### src/rtl/rv32i_types.sv
// Shared load-path types for the load alignment unit.
//   load_funct3_t : RISC-V load funct3 encodings
//   lau_state_t   : load alignment unit FSM states
//   load_size()   : access size in bytes (1/2/4/8) from funct3
package rv32i_types;

  typedef enum logic [2:0] {
    LB  = 3'b000,
    LH  = 3'b001,
    LW  = 3'b010,
    LD  = 3'b011,
    LBU = 3'b100,
    LHU = 3'b101,
    LWU = 3'b110
  } load_funct3_t;

  typedef enum logic [1:0] {
    IDLE = 2'd0,
    RD0  = 2'd1,
    RD1  = 2'd2,
    RESP = 2'd3
  } lau_state_t;

  // The low two funct3 bits encode log2 of the access size.
  function automatic logic [3:0] load_size(input logic [2:0] funct3);
    case (funct3[1:0])
      2'd0:    return 4'd1;
      2'd1:    return 4'd2;
      2'd2:    return 4'd4;
      default: return 4'd8;
    endcase
  endfunction

endpackage

### src/rtl/load_align_unit_if.sv
// Bus bundle for load_align_unit: request, cache port and response.
//   slave  : the load alignment unit side
//   master : the datapath / cache / consumer side
// Handshakes: a request transfers on the rising edge where req_valid and
// req_ready are both high; a response transfers where rsp_valid and rsp_ready
// are both high, and rsp_data/rsp_err hold steady while rsp_valid waits.
// The cache side is strobe based: mem_read is held with a constant
// mem_address until the single-cycle mem_resp returns mem_rdata.
// dbg_state mirrors the FSM state for observation.
interface load_align_unit_if
  import rv32i_types::*;
#(
  parameter int XLEN = 32
) ();
  logic              req_valid;
  logic              req_ready;
  logic [XLEN-1:0]   req_addr;
  logic [2:0]        req_funct3;
  logic              mem_read;
  logic [XLEN-1:0]   mem_address;
  logic [XLEN-1:0]   mem_rdata;
  logic              mem_resp;
  logic              rsp_valid;
  logic              rsp_ready;
  logic [XLEN-1:0]   rsp_data;
  logic              rsp_err;
  lau_state_t        dbg_state;

  modport slave (
    input  req_valid, req_addr, req_funct3, mem_rdata, mem_resp, rsp_ready,
    output req_ready, mem_read, mem_address, rsp_valid, rsp_data, rsp_err,
           dbg_state
  );

  modport master (
    output req_valid, req_addr, req_funct3, mem_rdata, mem_resp, rsp_ready,
    input  req_ready, mem_read, mem_address, rsp_valid, rsp_data, rsp_err,
           dbg_state
  );
endinterface

### src/rtl/load_extract.sv
// Combinational load extractor.
//   beat_pair : {second beat, first beat}, little-endian bytes
//   offset    : byte offset of the access within the first beat
//   funct3    : load type (size and signedness)
//   ext_data  : selected bytes, sign- or zero-extended to XLEN
module load_extract
  import rv32i_types::*;
#(
  parameter  int XLEN   = 32,
  localparam int WBYTES = XLEN / 8,
  localparam int OFFW   = $clog2(WBYTES)
) (
  input  logic [2*XLEN-1:0] beat_pair,
  input  logic [OFFW-1:0]   offset,
  input  logic [2:0]        funct3,
  output logic [XLEN-1:0]   ext_data
);

  logic [XLEN-1:0] low;
  logic [XLEN-1:0] mask;
  logic [3:0]      size;
  logic            sign_bit;

  always_comb begin
    low  = XLEN'(beat_pair >> {offset, 3'b000});
    size = load_size(funct3);
    mask = '0;
    for (int i = 0; i < WBYTES; i++) begin
      if (i < int'(size)) mask[i*8 +: 8] = 8'hFF;
    end
    case (funct3[1:0])
      2'd0:    sign_bit = low[7];
      2'd1:    sign_bit = low[15];
      2'd2:    sign_bit = low[31];
      default: sign_bit = low[XLEN-1];
    endcase
    ext_data = low & mask;
    // funct3[2] clear means a signed load; for full-width loads ~mask is 0.
    if (!funct3[2] && sign_bit) ext_data = ext_data | ~mask;
  end

endmodule

### src/rtl/load_align_unit.sv
// Load alignment unit: accepts a byte-addressed load, issues one or two
// word-aligned cache reads, extracts and extends the addressed bytes and
// returns them over a valid/ready response.
//   clk, rst_n : clock, asynchronous active-low reset
//   bus        : load_align_unit_if.slave (request, cache port, response,
//                dbg_state)
// Build option: LAU_MISALIGN_SPLIT_EN -- when defined, accesses that cross a
// word boundary are served with two cache reads; when undefined, any access
// not naturally aligned returns rsp_err without touching the cache.
module load_align_unit
  import rv32i_types::*;
#(
  parameter int XLEN = 32
) (
  input logic               clk,
  input logic               rst_n,
  load_align_unit_if.slave  bus
);

  localparam int WBYTES = XLEN / 8;
  localparam int OFFW   = $clog2(WBYTES);

  lau_state_t             state_q, state_d;
  logic [XLEN-OFFW-1:0]   base_q, base_d;       // word index of first beat
  logic [OFFW-1:0]        off_q, off_d;
  logic [2:0]             f3_q, f3_d;
  logic [XLEN-1:0]        buf0_q, buf0_d;
`ifdef LAU_MISALIGN_SPLIT_EN
  logic [XLEN-1:0]        buf1_q, buf1_d;
`endif
  logic [XLEN-1:0]        rsp_data_q, rsp_data_d;
  logic                   rsp_err_q, rsp_err_d;

  logic                   req_ready, mem_read, rsp_valid;
  logic [XLEN-1:0]        mem_address;
  logic                   req_illegal;
  logic                   req_reject;
  logic [2*XLEN-1:0]      beat_pair;
  logic [XLEN-1:0]        ext_data;

  // Request decode straight from the bus, used only on the accept cycle.
  always_comb begin
    req_illegal = (bus.req_funct3 == 3'b111) ||
                  ((XLEN == 32) && ((bus.req_funct3 == 3'b011) ||
                                    (bus.req_funct3 == 3'b110)));
`ifdef LAU_MISALIGN_SPLIT_EN
    req_reject = req_illegal;
`else
    req_reject = req_illegal ||
                 (|(bus.req_addr[OFFW-1:0] &
                    OFFW'(load_size(bus.req_funct3) - 4'd1)));
`endif
  end

  // Extraction works on the beat arriving this cycle so the result can be
  // registered on the same edge that completes the last read.
  always_comb begin
`ifdef LAU_MISALIGN_SPLIT_EN
    if (state_q == RD1) beat_pair = {bus.mem_rdata, buf0_q};
    else                beat_pair = {{XLEN{1'b0}}, bus.mem_rdata};
`else
    beat_pair = {{XLEN{1'b0}}, bus.mem_rdata};
`endif
  end

  load_extract #(.XLEN(XLEN)) u_extract (
    .beat_pair (beat_pair),
    .offset    (off_q),
    .funct3    (f3_q),
    .ext_data  (ext_data)
  );

  always_comb begin
    state_d    = state_q;
    base_d     = base_q;
    off_d      = off_q;
    f3_d       = f3_q;
    buf0_d     = buf0_q;
`ifdef LAU_MISALIGN_SPLIT_EN
    buf1_d     = buf1_q;
`endif
    rsp_data_d = rsp_data_q;
    rsp_err_d  = rsp_err_q;
    req_ready   = 1'b0;
    mem_read    = 1'b0;
    mem_address = '0;
    rsp_valid   = 1'b0;

    case (state_q)
      IDLE: begin
        req_ready = 1'b1;
        if (bus.req_valid) begin
          base_d     = bus.req_addr[XLEN-1:OFFW];
          off_d      = bus.req_addr[OFFW-1:0];
          f3_d       = bus.req_funct3;
          buf0_d     = '0;
`ifdef LAU_MISALIGN_SPLIT_EN
          buf1_d     = '0;
`endif
          rsp_data_d = '0;
          rsp_err_d  = 1'b0;
          if (req_reject) begin
            rsp_err_d = 1'b1;
            state_d   = RESP;
          end else begin
            state_d   = RD0;
          end
        end
      end
      RD0: begin
        mem_read    = 1'b1;
        mem_address = {base_q, {OFFW{1'b0}}};
        if (bus.mem_resp) begin
          buf0_d = bus.mem_rdata;
`ifdef LAU_MISALIGN_SPLIT_EN
          if ((int'(off_q) + int'(load_size(f3_q))) > WBYTES) begin
            state_d = RD1;
          end else begin
            rsp_data_d = ext_data;
            state_d    = RESP;
          end
`else
          rsp_data_d = ext_data;
          state_d    = RESP;
`endif
        end
      end
`ifdef LAU_MISALIGN_SPLIT_EN
      RD1: begin
        mem_read    = 1'b1;
        // Next word; the increment wraps at the top of the address space.
        mem_address = {base_q + 1'b1, {OFFW{1'b0}}};
        if (bus.mem_resp) begin
          buf1_d     = bus.mem_rdata;
          rsp_data_d = ext_data;
          state_d    = RESP;
        end
      end
`endif
      RESP: begin
        rsp_valid = 1'b1;
        if (bus.rsp_ready) state_d = IDLE;
      end
      default: state_d = IDLE;
    endcase
  end

  always_ff @(posedge clk or negedge rst_n) begin
    if (!rst_n) begin
      state_q    <= IDLE;
      base_q     <= '0;
      off_q      <= '0;
      f3_q       <= '0;
      buf0_q     <= '0;
`ifdef LAU_MISALIGN_SPLIT_EN
      buf1_q     <= '0;
`endif
      rsp_data_q <= '0;
      rsp_err_q  <= 1'b0;
    end else begin
      state_q    <= state_d;
      base_q     <= base_d;
      off_q      <= off_d;
      f3_q       <= f3_d;
      buf0_q     <= buf0_d;
`ifdef LAU_MISALIGN_SPLIT_EN
      buf1_q     <= buf1_d;
`endif
      rsp_data_q <= rsp_data_d;
      rsp_err_q  <= rsp_err_d;
    end
  end

  assign bus.req_ready   = req_ready;
  assign bus.mem_read    = mem_read;
  assign bus.mem_address = mem_address;
  assign bus.rsp_valid   = rsp_valid;
  assign bus.rsp_data    = rsp_data_q;
  assign bus.rsp_err     = rsp_err_q;
  assign bus.dbg_state   = state_q;

endmodule
### src/flat_wrapper.sv
// flat-port wrapper written by rule: the top's interface ports become plain ports
module load_align_unit_flat import rv32i_types::*;
#(
  parameter int XLEN = 32
)
  (clk, rst_n, bus_req_valid, bus_req_addr, bus_req_funct3, bus_mem_rdata, bus_mem_resp, bus_rsp_ready, bus_req_ready, bus_mem_read, bus_mem_address, bus_rsp_valid, bus_rsp_data, bus_rsp_err, bus_dbg_state);
  load_align_unit_if #(.XLEN(XLEN)) bus_i ();
  input logic clk;
  input logic rst_n;
  input wire logic [$bits(bus_i.req_valid)-1:0] bus_req_valid;
  input wire logic [$bits(bus_i.req_addr)-1:0] bus_req_addr;
  input wire logic [$bits(bus_i.req_funct3)-1:0] bus_req_funct3;
  input wire logic [$bits(bus_i.mem_rdata)-1:0] bus_mem_rdata;
  input wire logic [$bits(bus_i.mem_resp)-1:0] bus_mem_resp;
  input wire logic [$bits(bus_i.rsp_ready)-1:0] bus_rsp_ready;
  output wire logic [$bits(bus_i.req_ready)-1:0] bus_req_ready;
  output wire logic [$bits(bus_i.mem_read)-1:0] bus_mem_read;
  output wire logic [$bits(bus_i.mem_address)-1:0] bus_mem_address;
  output wire logic [$bits(bus_i.rsp_valid)-1:0] bus_rsp_valid;
  output wire logic [$bits(bus_i.rsp_data)-1:0] bus_rsp_data;
  output wire logic [$bits(bus_i.rsp_err)-1:0] bus_rsp_err;
  output wire logic [$bits(bus_i.dbg_state)-1:0] bus_dbg_state;
  assign bus_i.req_valid = bus_req_valid;
  assign bus_i.req_addr = bus_req_addr;
  assign bus_i.req_funct3 = bus_req_funct3;
  assign bus_i.mem_rdata = bus_mem_rdata;
  assign bus_i.mem_resp = bus_mem_resp;
  assign bus_i.rsp_ready = bus_rsp_ready;
  assign bus_req_ready = bus_i.req_ready;
  assign bus_mem_read = bus_i.mem_read;
  assign bus_mem_address = bus_i.mem_address;
  assign bus_rsp_valid = bus_i.rsp_valid;
  assign bus_rsp_data = bus_i.rsp_data;
  assign bus_rsp_err = bus_i.rsp_err;
  assign bus_dbg_state = bus_i.dbg_state;
  load_align_unit #(.XLEN(XLEN)) u_core (.clk(clk), .rst_n(rst_n), .bus(bus_i));
endmodule
### config.mk
export PLATFORM = sky130hd
export DESIGN_NAME = load_align_unit_flat
export DESIGN_NICKNAME = d
export VERILOG_FILES = /design/src/rtl/rv32i_types.sv /design/src/rtl/load_align_unit_if.sv /design/src/rtl/load_extract.sv /design/src/rtl/load_align_unit.sv /design/src/flat_wrapper.sv
export SDC_FILE = /design/constraint.sdc
export NUM_CORES = 1
export LEC_CHECK = 0
export CORE_ASPECT_RATIO = 2
export CORE_MARGIN = 2
export CORE_UTILIZATION = 45
export DETAILED_ROUTE_END_ITERATION = 16
export GPL_TIMING_DRIVEN = 0
export PLACE_DENSITY = 0.82
export SETUP_SLACK_MARGIN = 0.15
export SKIP_CTS_REPAIR_TIMING = 1
export SLEW_MARGIN = 10
export SYNTH_ARGS = -nofsm -noshare
export SYNTH_HDL_FRONTEND = slang
export SYNTH_HIERARCHICAL = 1
export SYNTH_SLANG_ARGS = --single-unit
### constraint.sdc
create_clock -name clk -period 2.2 [get_ports clk]
set_input_delay 0.66 -clock clk [delete_from_list [all_inputs] [get_ports clk]]
set_output_delay 0.66 -clock clk [all_outputs]
set_load 0.01 [all_outputs]
# ---- Word level (Yosys, flattened, before mapping)
# Index checks and enable logic that the tools add are counted.
dict set report totals {
  ff_bits 70
  in_bits 72
  word_cells 62
}
dict set report op_classes {
  addsub 1
  magnitude_cmp 4
  n_eq_ne 12
  shifts 1
  muxes 21
  n_bitwise 4
  reduce_logical 13
}
# cell count
set ops {}
lappend ops {{$mux 32} 4}
lappend ops {{$pmux 32 s2} 1}
lappend ops {{$and 32x32->32} 1}
lappend ops {{$mux 8} 4}
lappend ops {{$not 32->32} 1}
lappend ops {{$or 32x32->32} 1}
lappend ops {{$shr 32x5->32} 1}
lappend ops {{$pmux 2 s3} 2}
lappend ops {{$pmux 4 s3} 1}
lappend ops {{$lt 1x4->1 const A} 2}
lappend ops {{$lt 2x4->1 const A} 2}
lappend ops {{$mux 2} 4}
lappend ops {{$eq 2x1->1 const B} 3}
lappend ops {{$eq 2x2->1 const B} 3}
lappend ops {{$eq 3x3->1 const B} 2}
lappend ops {{$logic_not 2->1} 3}
lappend ops {{$ne 2x2->1 const B} 3}
lappend ops {{$reduce_and 3->1} 2}
lappend ops {{$mux 1} 4}
lappend ops {{$eq 3x2->1 const B} 1}
lappend ops {{$logic_or 1x1->1} 3}
lappend ops {{$and 2x2->2} 1}
lappend ops {{$pmux 1 s2} 1}
lappend ops {{$reduce_and 2->1} 1}
lappend ops {{5 further kinds} 5}

# ---- Depth between registers and ports, before layout
dict set report logic_depth {
  depth_word 9
  mapped_depth 7
  depth_no_buf 4
}

# ---- Hierarchy
# Netlist, hierarchy kept.
# mod instances cells_each area_per_inst_um2 seq_area_each_um2
set modules_own_cells {}
lappend modules_own_cells {load_align_unit 1 199 2857.7 1751.7}
lappend modules_own_cells {load_extract 1 99 1059.8 0.0}

# ---- Worst setup path before layout
# Ideal clock, no wire load.
dict set report synth_path {
  path_kind {in2reg}
  startpoint {input bus_mem_rdata[31]}
  endpoint {register u_core.rsp_data_q[17], in the netlist u_core/bus.rsp_data[17]}
  setup_time_ps 121
  t_arrival_ps 1788
  t_required_ps 2079
  setup_slack_ps 291
  cell_stages 5
  path_buffers 1
  path_cell_list {mux4_2 -> mux2i_4 -> buf_6 -> o21ai_1 -> a22o_1}
}
dict set report synth_via {
  elab_chain_cells 6
}
# item line
set synth_rtl {}
lappend synth_rtl {{from (decl)} flat_wrapper.sv:13} ;# input wire logic [$bits(bus_i.mem_rdata)-1:0] bus_mem_rdata;
lappend synth_rtl {{$shr 32x5->32} load_extract.sv:25} ;# low = XLEN'(beat_pair >> {offset, 3'b000});
lappend synth_rtl {{$pmux 1 s2} load_extract.sv:31} ;# case (funct3[1:0])
lappend synth_rtl {{$logic_and 1x1->1} load_extract.sv:39} ;# if (!funct3[2] && sign_bit) ext_data = ext_data | ~mask;
lappend synth_rtl {{$mux 32} load_extract.sv:39}
lappend synth_rtl {{net u_core.ext_data[17]} load_align_unit.sv:39} ;# logic [XLEN-1:0] ext_data;
lappend synth_rtl {{$mux 32} load_align_unit.sv:113} ;# if (bus.mem_resp) begin
lappend synth_rtl {{$pmux 32 s2} load_align_unit.sv:89} ;# case (state_q)
lappend synth_rtl {{to (signal assigned)} load_align_unit.sv:169} ;# rsp_data_q <= rsp_data_d;
lappend synth_rtl {{to (decl)} load_align_unit.sv:31} ;# logic [XLEN-1:0] rsp_data_q, rsp_data_d;
# The timed path passes the listed nets, and every way through them passes these cells. The select of a mux whose other input is x is not followed.
# A chain may end at the register's enable or synchronous reset.

# ---- Worst setup path after layout
dict set report layout_path {
  startpoint {register u_core.state_q[1], in the netlist u_core/bus.dbg_state[1]}
  endpoint {output bus_mem_address[12]}
}
dict set report layout_via {
  elab_chain_cells 2
}
# item line
set layout_rtl {}
lappend layout_rtl {{from (decl)} load_align_unit.sv:23} ;# lau_state_t state_q, state_d;
lappend layout_rtl {{from (signal assigned)} load_align_unit.sv:161} ;# state_q <= state_d;
lappend layout_rtl {{$eq 2x1->1} load_align_unit.sv:89}
lappend layout_rtl {{$mux 32} load_align_unit.sv:89}
lappend layout_rtl {{to (decl)} flat_wrapper.sv:18} ;# output wire logic [$bits(bus_i.mem_address)-1:0] bus_mem_address;
# No other way between the ends.

==> run summary <==
Status -> completed
CP max-delay cell -> dfrtp_2
Clock latency on the worst-skew pair -> 0.33 ns
Port bufs -> 139
Synthesized area -> 0.00392 mm^2
Final Cycle Share -> 0.984
Die Height -> 136 um
HPWL Detailed -> 8.42 mm
Number of CTS-inserted buffers -> 9
Internal -> 5510 uW
CTS root buf -> clkbuf_16
Final count of hold timing violations -> 0
Total track usage -> 0.235
Critical Path AT -> 1.50 ns
Max incr delay on CP -> 0.39 ns
GR Overflow Total -> 0
Clock power frac -> 0.169
Clock transition at path regs -> 0.06 ns
Num ports -> 142
Synth Instances -> 298
Fraction of layout cells with a size suffix above 1 -> 0.305
First-pass GRT wire length -> 17.1 mm
Sequential share of power -> 0.261
Cell variety after synth -> 29
Num Clock Sinks -> 70
Max Cap Violations -> 0
Area delta synth->final -> 51.6%
CP dominant cell by count -> buf_6
Final Hold Slack -> 0.170 ns
1st-iter DRT viols -> 142
DRC -> 0
Final antenna-violating net count -> 0
Period minus WS final -> 2.16 ns
Worst Hold Class -> input port to asynchronous set/reset pin
Vias -> 3159
Drt first pass iters -> 4
H-tree Lvls -> 3
Final slew viol count -> 0
Fin Setup TNS -> 0 ns
Synth area leaders -> dfrtp_1 45%, mux4_2 18%, mux2_2 10%
Vias in the first global route -> 3405
Switching Share -> 0.355
Endpoints failing setup -> 0
DR vias/cell -> 5.17
CTS Buffer Depth -> 2
CP max FO -> 10
Die ar. -> 0.00951 mm^2
Cell area after placement -> 0.00564 mm^2
CTS tree -> yes
Post-Syn Area per Cell -> 13.1 um^2
Worst Setup Start Kind -> register
Initial antenna violation count -> 0
Setup CP Type -> register to primary output
Worst VDD drop -> 0.000707 V
Row cnt -> 48
Synth Register Bits -> 70
Diode count -> 0
Max Freq -> 0.462 GHz
Dpl ws -> -0.319 ns
Psw -> 3040 uW
Die W -> 70.0 um
CP endpoint kind -> primary output
Drt wl/cell -> 18.0 um
Share of Yosys cell area claimed by the top area cell type -> 0.447
Lkg Pwr -> 0.00274 uW
Critical path cell sequence -> and2b_2 > buf_6 > buf_6 > and2_1 > buf_2
Pwr/cell area -> 1440 mW/mm^2
RSZ-0062 raised after global routing -> true
Synth area leader -> dfrtp_1
Critical path required time -> 1.54 ns
Final Cell Area -> 0.00594 mm^2
Yosys warns -> 6
Core area -> 0.00853 mm^2
Post-Route WL -> 11.0 mm
Comb power frac -> 0.570
Final worst setup slack -> 0.0351 ns
Initial Utilization -> 0.459
Largest net degree at the start of global routing -> 60
Routability Congestion -> 0.878
Final net count -> 578
Worst Skew -> 0.00534 ns
Sequential element share of the synthesized area -> 0.447
==> critical path, delay by kind of cell, from the launching register on <==
kind / cells / cell delay [ns]
AND/OR/NAND/NOR: 2 / 0.40
flip-flops: 1 / 0.39
buffers and inverters: 3 / 0.39
==> routing by layer <==
layer  vias up  part of all wire  wire length [um]  GRT usage
met4         0             0.036               392      0.116
met1      1544              0.34              3780      0.245
met3        23             0.048               529     0.0430
met2       116              0.57              6330      0.442
li1       1476                 -                 -          -
met5         -                 0                 0          0
==> worst paths after layout <==
| kind | startpoint | to | slack [ns] | cells after the start |
|---|---|---|---|---|
| hold reg to reg | u_core/base_q[15] | u_core/base_q[15] | 0.49 | 1 |
| setup reg to reg | u_core/off_q[1] | u_core/bus.rsp_data[11] | 0.27 | 7 |
| max in group asynchronous | rst_n | u_core/bus.dbg_state[0] | 1.48 | 2 |
| hold / removal | rst_n | u_core/base_q[26] | 0.17 | 1 |
| setup / recovery | u_core/bus.dbg_state[1] | bus_mem_address[12] | 0.04 | 5 |
| min in group clk | u_core/base_q[15] | u_core/base_q[15] | 0.49 | 1 |
==> cells in the mapped netlist (all sizes together) <==
cell type   n
mux2i       1
buf        22
nor3b       1
o221ai      1
and3b       1
o31a        1
or2         1
mux2       35
inv         2
mux4       32
a31oi       1
nor2        3
clkbuf      9
and2b       1
nand2      26
conb        1
o21ai      25
nor3        1
and2       31
a22o       32
o2bb2ai     1
dfrtp      70
==> registers in the layout (all words and copies together), names as in the netlist <==
| name | count |
|---|---|
| u_core/bus.dbg_state | 2 |
| u_core/base_q | 30 |
| u_core/f3_q | 3 |
| u_core/off_q | 2 |
| u_core/bus.rsp_err | 1 |
| u_core/bus.rsp_data | 32 |
==> cells by family after synthesis <==
group | share of synthesized area
flip-flops | 0.447
multiplexers | 0.291
other | 0.000957
AND/OR/NAND/NOR | 0.0910
buffers and inverters | 0.0568
AO/OA/AOI/OAI | 0.113
==> power groups by stage <==
stage	combinational (uW)	sequential (uW)	clock, uW
floorplan	2860	2270	0
global placement	4710	2230	0
detailed placement	4820	2260	0
CTS	4840	2250	1470
global route	5260	2290	1510
finish	4880	2230	1440
==> stage by stage <==
stage / util / std cells / total power [uW]
after floorplan: - / 347 / 5130
after global placement: 0.659 / 586 / 6930
after detailed placement: 0.662 / 587 / 7080
after CTS: 0.697 / 603 / 8550
after global routing: 0.697 / 611 / 9060
final: 0.697 / 611 / 8550
==> final cells by class <==
type | count | area (um^2)
Clock inverter | 4 | 45.0
Inverter | 2 | 7.51
Sequential cell | 70 | 1750
Fill cell | 655 | 2590
Buffer | 31 | 248
Timing Repair Buffer | 148 | 1370
Multi-Input combinational cell | 244 | 2130
Tap cell | 100 | 125
Clock buffer | 12 | 256
==> cell usage in the layout, fill, tap and decap left out, types with 17 or more instances in the layout <==
cell / netlist / final
dfrtp_1: 70 / 68
mux2_2: 35 / 35
mux4_2: 31 / 31
buf_6: 10 / 17
a22o_1: 32 / 32
conb_1: 1 / 50
clkdlybuf4s50_1: 0 / 100
and2_1: 31 / 29
clkbuf_2: 0 / 25
nand2_1: 26 / 26
Power figures use the tool's default switching activity.
==> RTL change, RTL diff (same flow settings) <==
`XLEN` is set to 32 in 4 places; all go to 64.
--- a/src/rtl/load_align_unit_if.sv
+++ b/src/rtl/load_align_unit_if.sv
@@ -10,7 +10,7 @@
 interface load_align_unit_if
   import rv32i_types::*;
 #(
-  parameter int XLEN = 32
+  parameter int XLEN = 64
 ) ();
   logic              req_valid;
   logic              req_ready;
--- a/src/rtl/load_extract.sv
+++ b/src/rtl/load_extract.sv
@@ -6,7 +6,7 @@
 module load_extract
   import rv32i_types::*;
 #(
-  parameter  int XLEN   = 32,
+  parameter  int XLEN   = 64,
   localparam int WBYTES = XLEN / 8,
   localparam int OFFW   = $clog2(WBYTES)
 ) (
--- a/src/rtl/load_align_unit.sv
+++ b/src/rtl/load_align_unit.sv
@@ -10,7 +10,7 @@
 module load_align_unit
   import rv32i_types::*;
 #(
-  parameter int XLEN = 32
+  parameter int XLEN = 64
 ) (
   input logic               clk,
   input logic               rst_n,
--- a/src/flat_wrapper.sv
+++ b/src/flat_wrapper.sv
@@ -1,7 +1,7 @@
 // flat-port wrapper written by rule: the top's interface ports become plain ports
 module load_align_unit_flat import rv32i_types::*;
 #(
-  parameter int XLEN = 32
+  parameter int XLEN = 64
 )
   (clk, rst_n, bus_req_valid, bus_req_addr, bus_req_funct3, bus_mem_rdata, bus_mem_resp, bus_rsp_ready, bus_req_ready, bus_mem_read, bus_mem_address, bus_rsp_valid, bus_rsp_data, bus_rsp_err, bus_dbg_state);
   load_align_unit_if #(.XLEN(XLEN)) bus_i ();
Ports: changed (resized bus_mem_address, bus_mem_rdata, bus_req_addr and bus_rsp_data); port bits go from 142 to 270. No check against the original RTL was run, so the function may have changed too.
==> RTL change against the unedited design <==
  * The flow now finishes with violations (negative setup slack)
  * Final area increased by 140%
  * Sequential cell count grew 64
  * Setup slack got worse by 400 ps
  * Total power rose to 2.7 times the old value
  * Synthesized area grew 130%
  * Die area rose by 120%
  * Routed wire length increased to 3.1 times the old value
  * Cell count grew 150%
  * Critical endpoint is now u_core/bus.rsp_data[42]
==> RTL change: results (changes against the unedited design) <==
final_layout:
  final_cells: 1513  # was 611
  num-nonclk-inverters: 3  # was 2
  seq_share_pct: 23.53  # was 29.53%
  multi_input_gates: 707  # was 244
  nNetsFinal: 1376  # was 578
  multiInputGateArea_um2: 6150  # was 2133 um2
  drive_above_1_share_pct: 36.79  # was 30.53%
  nClkBuffers: 18  # was 12
  clk_share_pct: 3.895  # was 5.076%
  syn_to_final_growth_pct: 61.38  # was 51.64%
sta:
  skew_ps: 6.948  # was 5.336 ps
  fin_ws_ps: -367.4  # was 35.13 ps
  finalSetupViolations: 120  # was 0
  finalSetupTns_ps: -26590  # was 0 ps
clock_tree:
  cts.sinks: 134  # was 70
  htreeDepth: 4  # was 3
status:
  run_status: "finished, violations left"  # was complete, no violations
  violations: "negative setup slack"
power_and_ir_drop:
  p_int_mw: 13.48  # was 5.512 mW
  sw_frac_of_total_pct: 41.76  # was 35.51%
  p_leak_nw: 6.664  # was 2.739 nW
  power_clock_mw: 2.77  # was 1.44 mW
yosys:
  synth_compound_area_share_pct: 16.23  # was 11.27%
  synth_cells: 769  # was 298
  ys_types: 39  # was 29
  ys_seq_area_share_pct: 37.94  # was 44.71%
  synth.area.mux_share_pct: 33.34  # was 29.13%
  ys_top_cells_by_area: "dfrtp_1 38%, mux2i_1 12%, mux2_2 12%"  # was dfrtp_1 45%, mux4_2 18%, mux2_2 10%
critical_path:
  cpPeakStageDelay_ps: 530  # was 390 ps
  critPathArrivalTime_ps: 2880  # was 1500 ps
  path_delay_family: "multiplexers"  # was simple AND/OR/NAND/NOR gates
grt:
  use_met1_pct: 29.80  # was 24.52%
  grt_antenna_before_repair: 1  # was 0
  grt_max_degree: 80  # was 60
  gr-usage-met3_pct: 7.746  # was 4.299%
  grt_pass1_wl_um: 47490  # was 17140 um
placement:
  place_hpwl_um: 24730  # was 8425 um
  pre_cts_ws_ps: -1032  # was -318.9 ps
drt:
  met3_length_um: 2637  # was 529 um
  dr.pass1.iters: 6  # was 4
  wl_met2_um: 18320  # was 6326 um
-- RTL change: cell types whose count changed in the layout (fill, tap and decap cells not counted), moves of 27 or more --
| cell | change |
|---|---|
| a21oi_2 | +27 |
| a22o_1 | +35 |
| mux2i_1 | +71 |
| conb_1 | +102 |
| mux2_2 | +54 |
| a21oi_1 | +29 |
| dfrtp_1 | +64 |
| clkdlybuf4s50_1 | +78 |
| and2_4 | +52 |
| buf_6 | +48 |
-- RTL change: worst paths after layout --
kind | endpoint | slack, ps | cells after the start | startpoint
worst max-delay path | u_core/bus.rsp_data[42] | -370 | 8 | u_core/off_q[1]
worst min-delay path | u_core/base_q[54] | 180 | 1 | rst_n
worst max register to register | u_core/bus.rsp_data[42] | -370 | 8 | u_core/off_q[1]
worst min register to register | u_core/bus.rsp_data[56] | 500 | 1 | u_core/bus.rsp_data[56]
max in group asynchronous | u_core/bus.dbg_state[0] | 1220 | 2 | rst_n
min in group clk | u_core/bus.rsp_data[56] | 500 | 1 | u_core/bus.rsp_data[56]
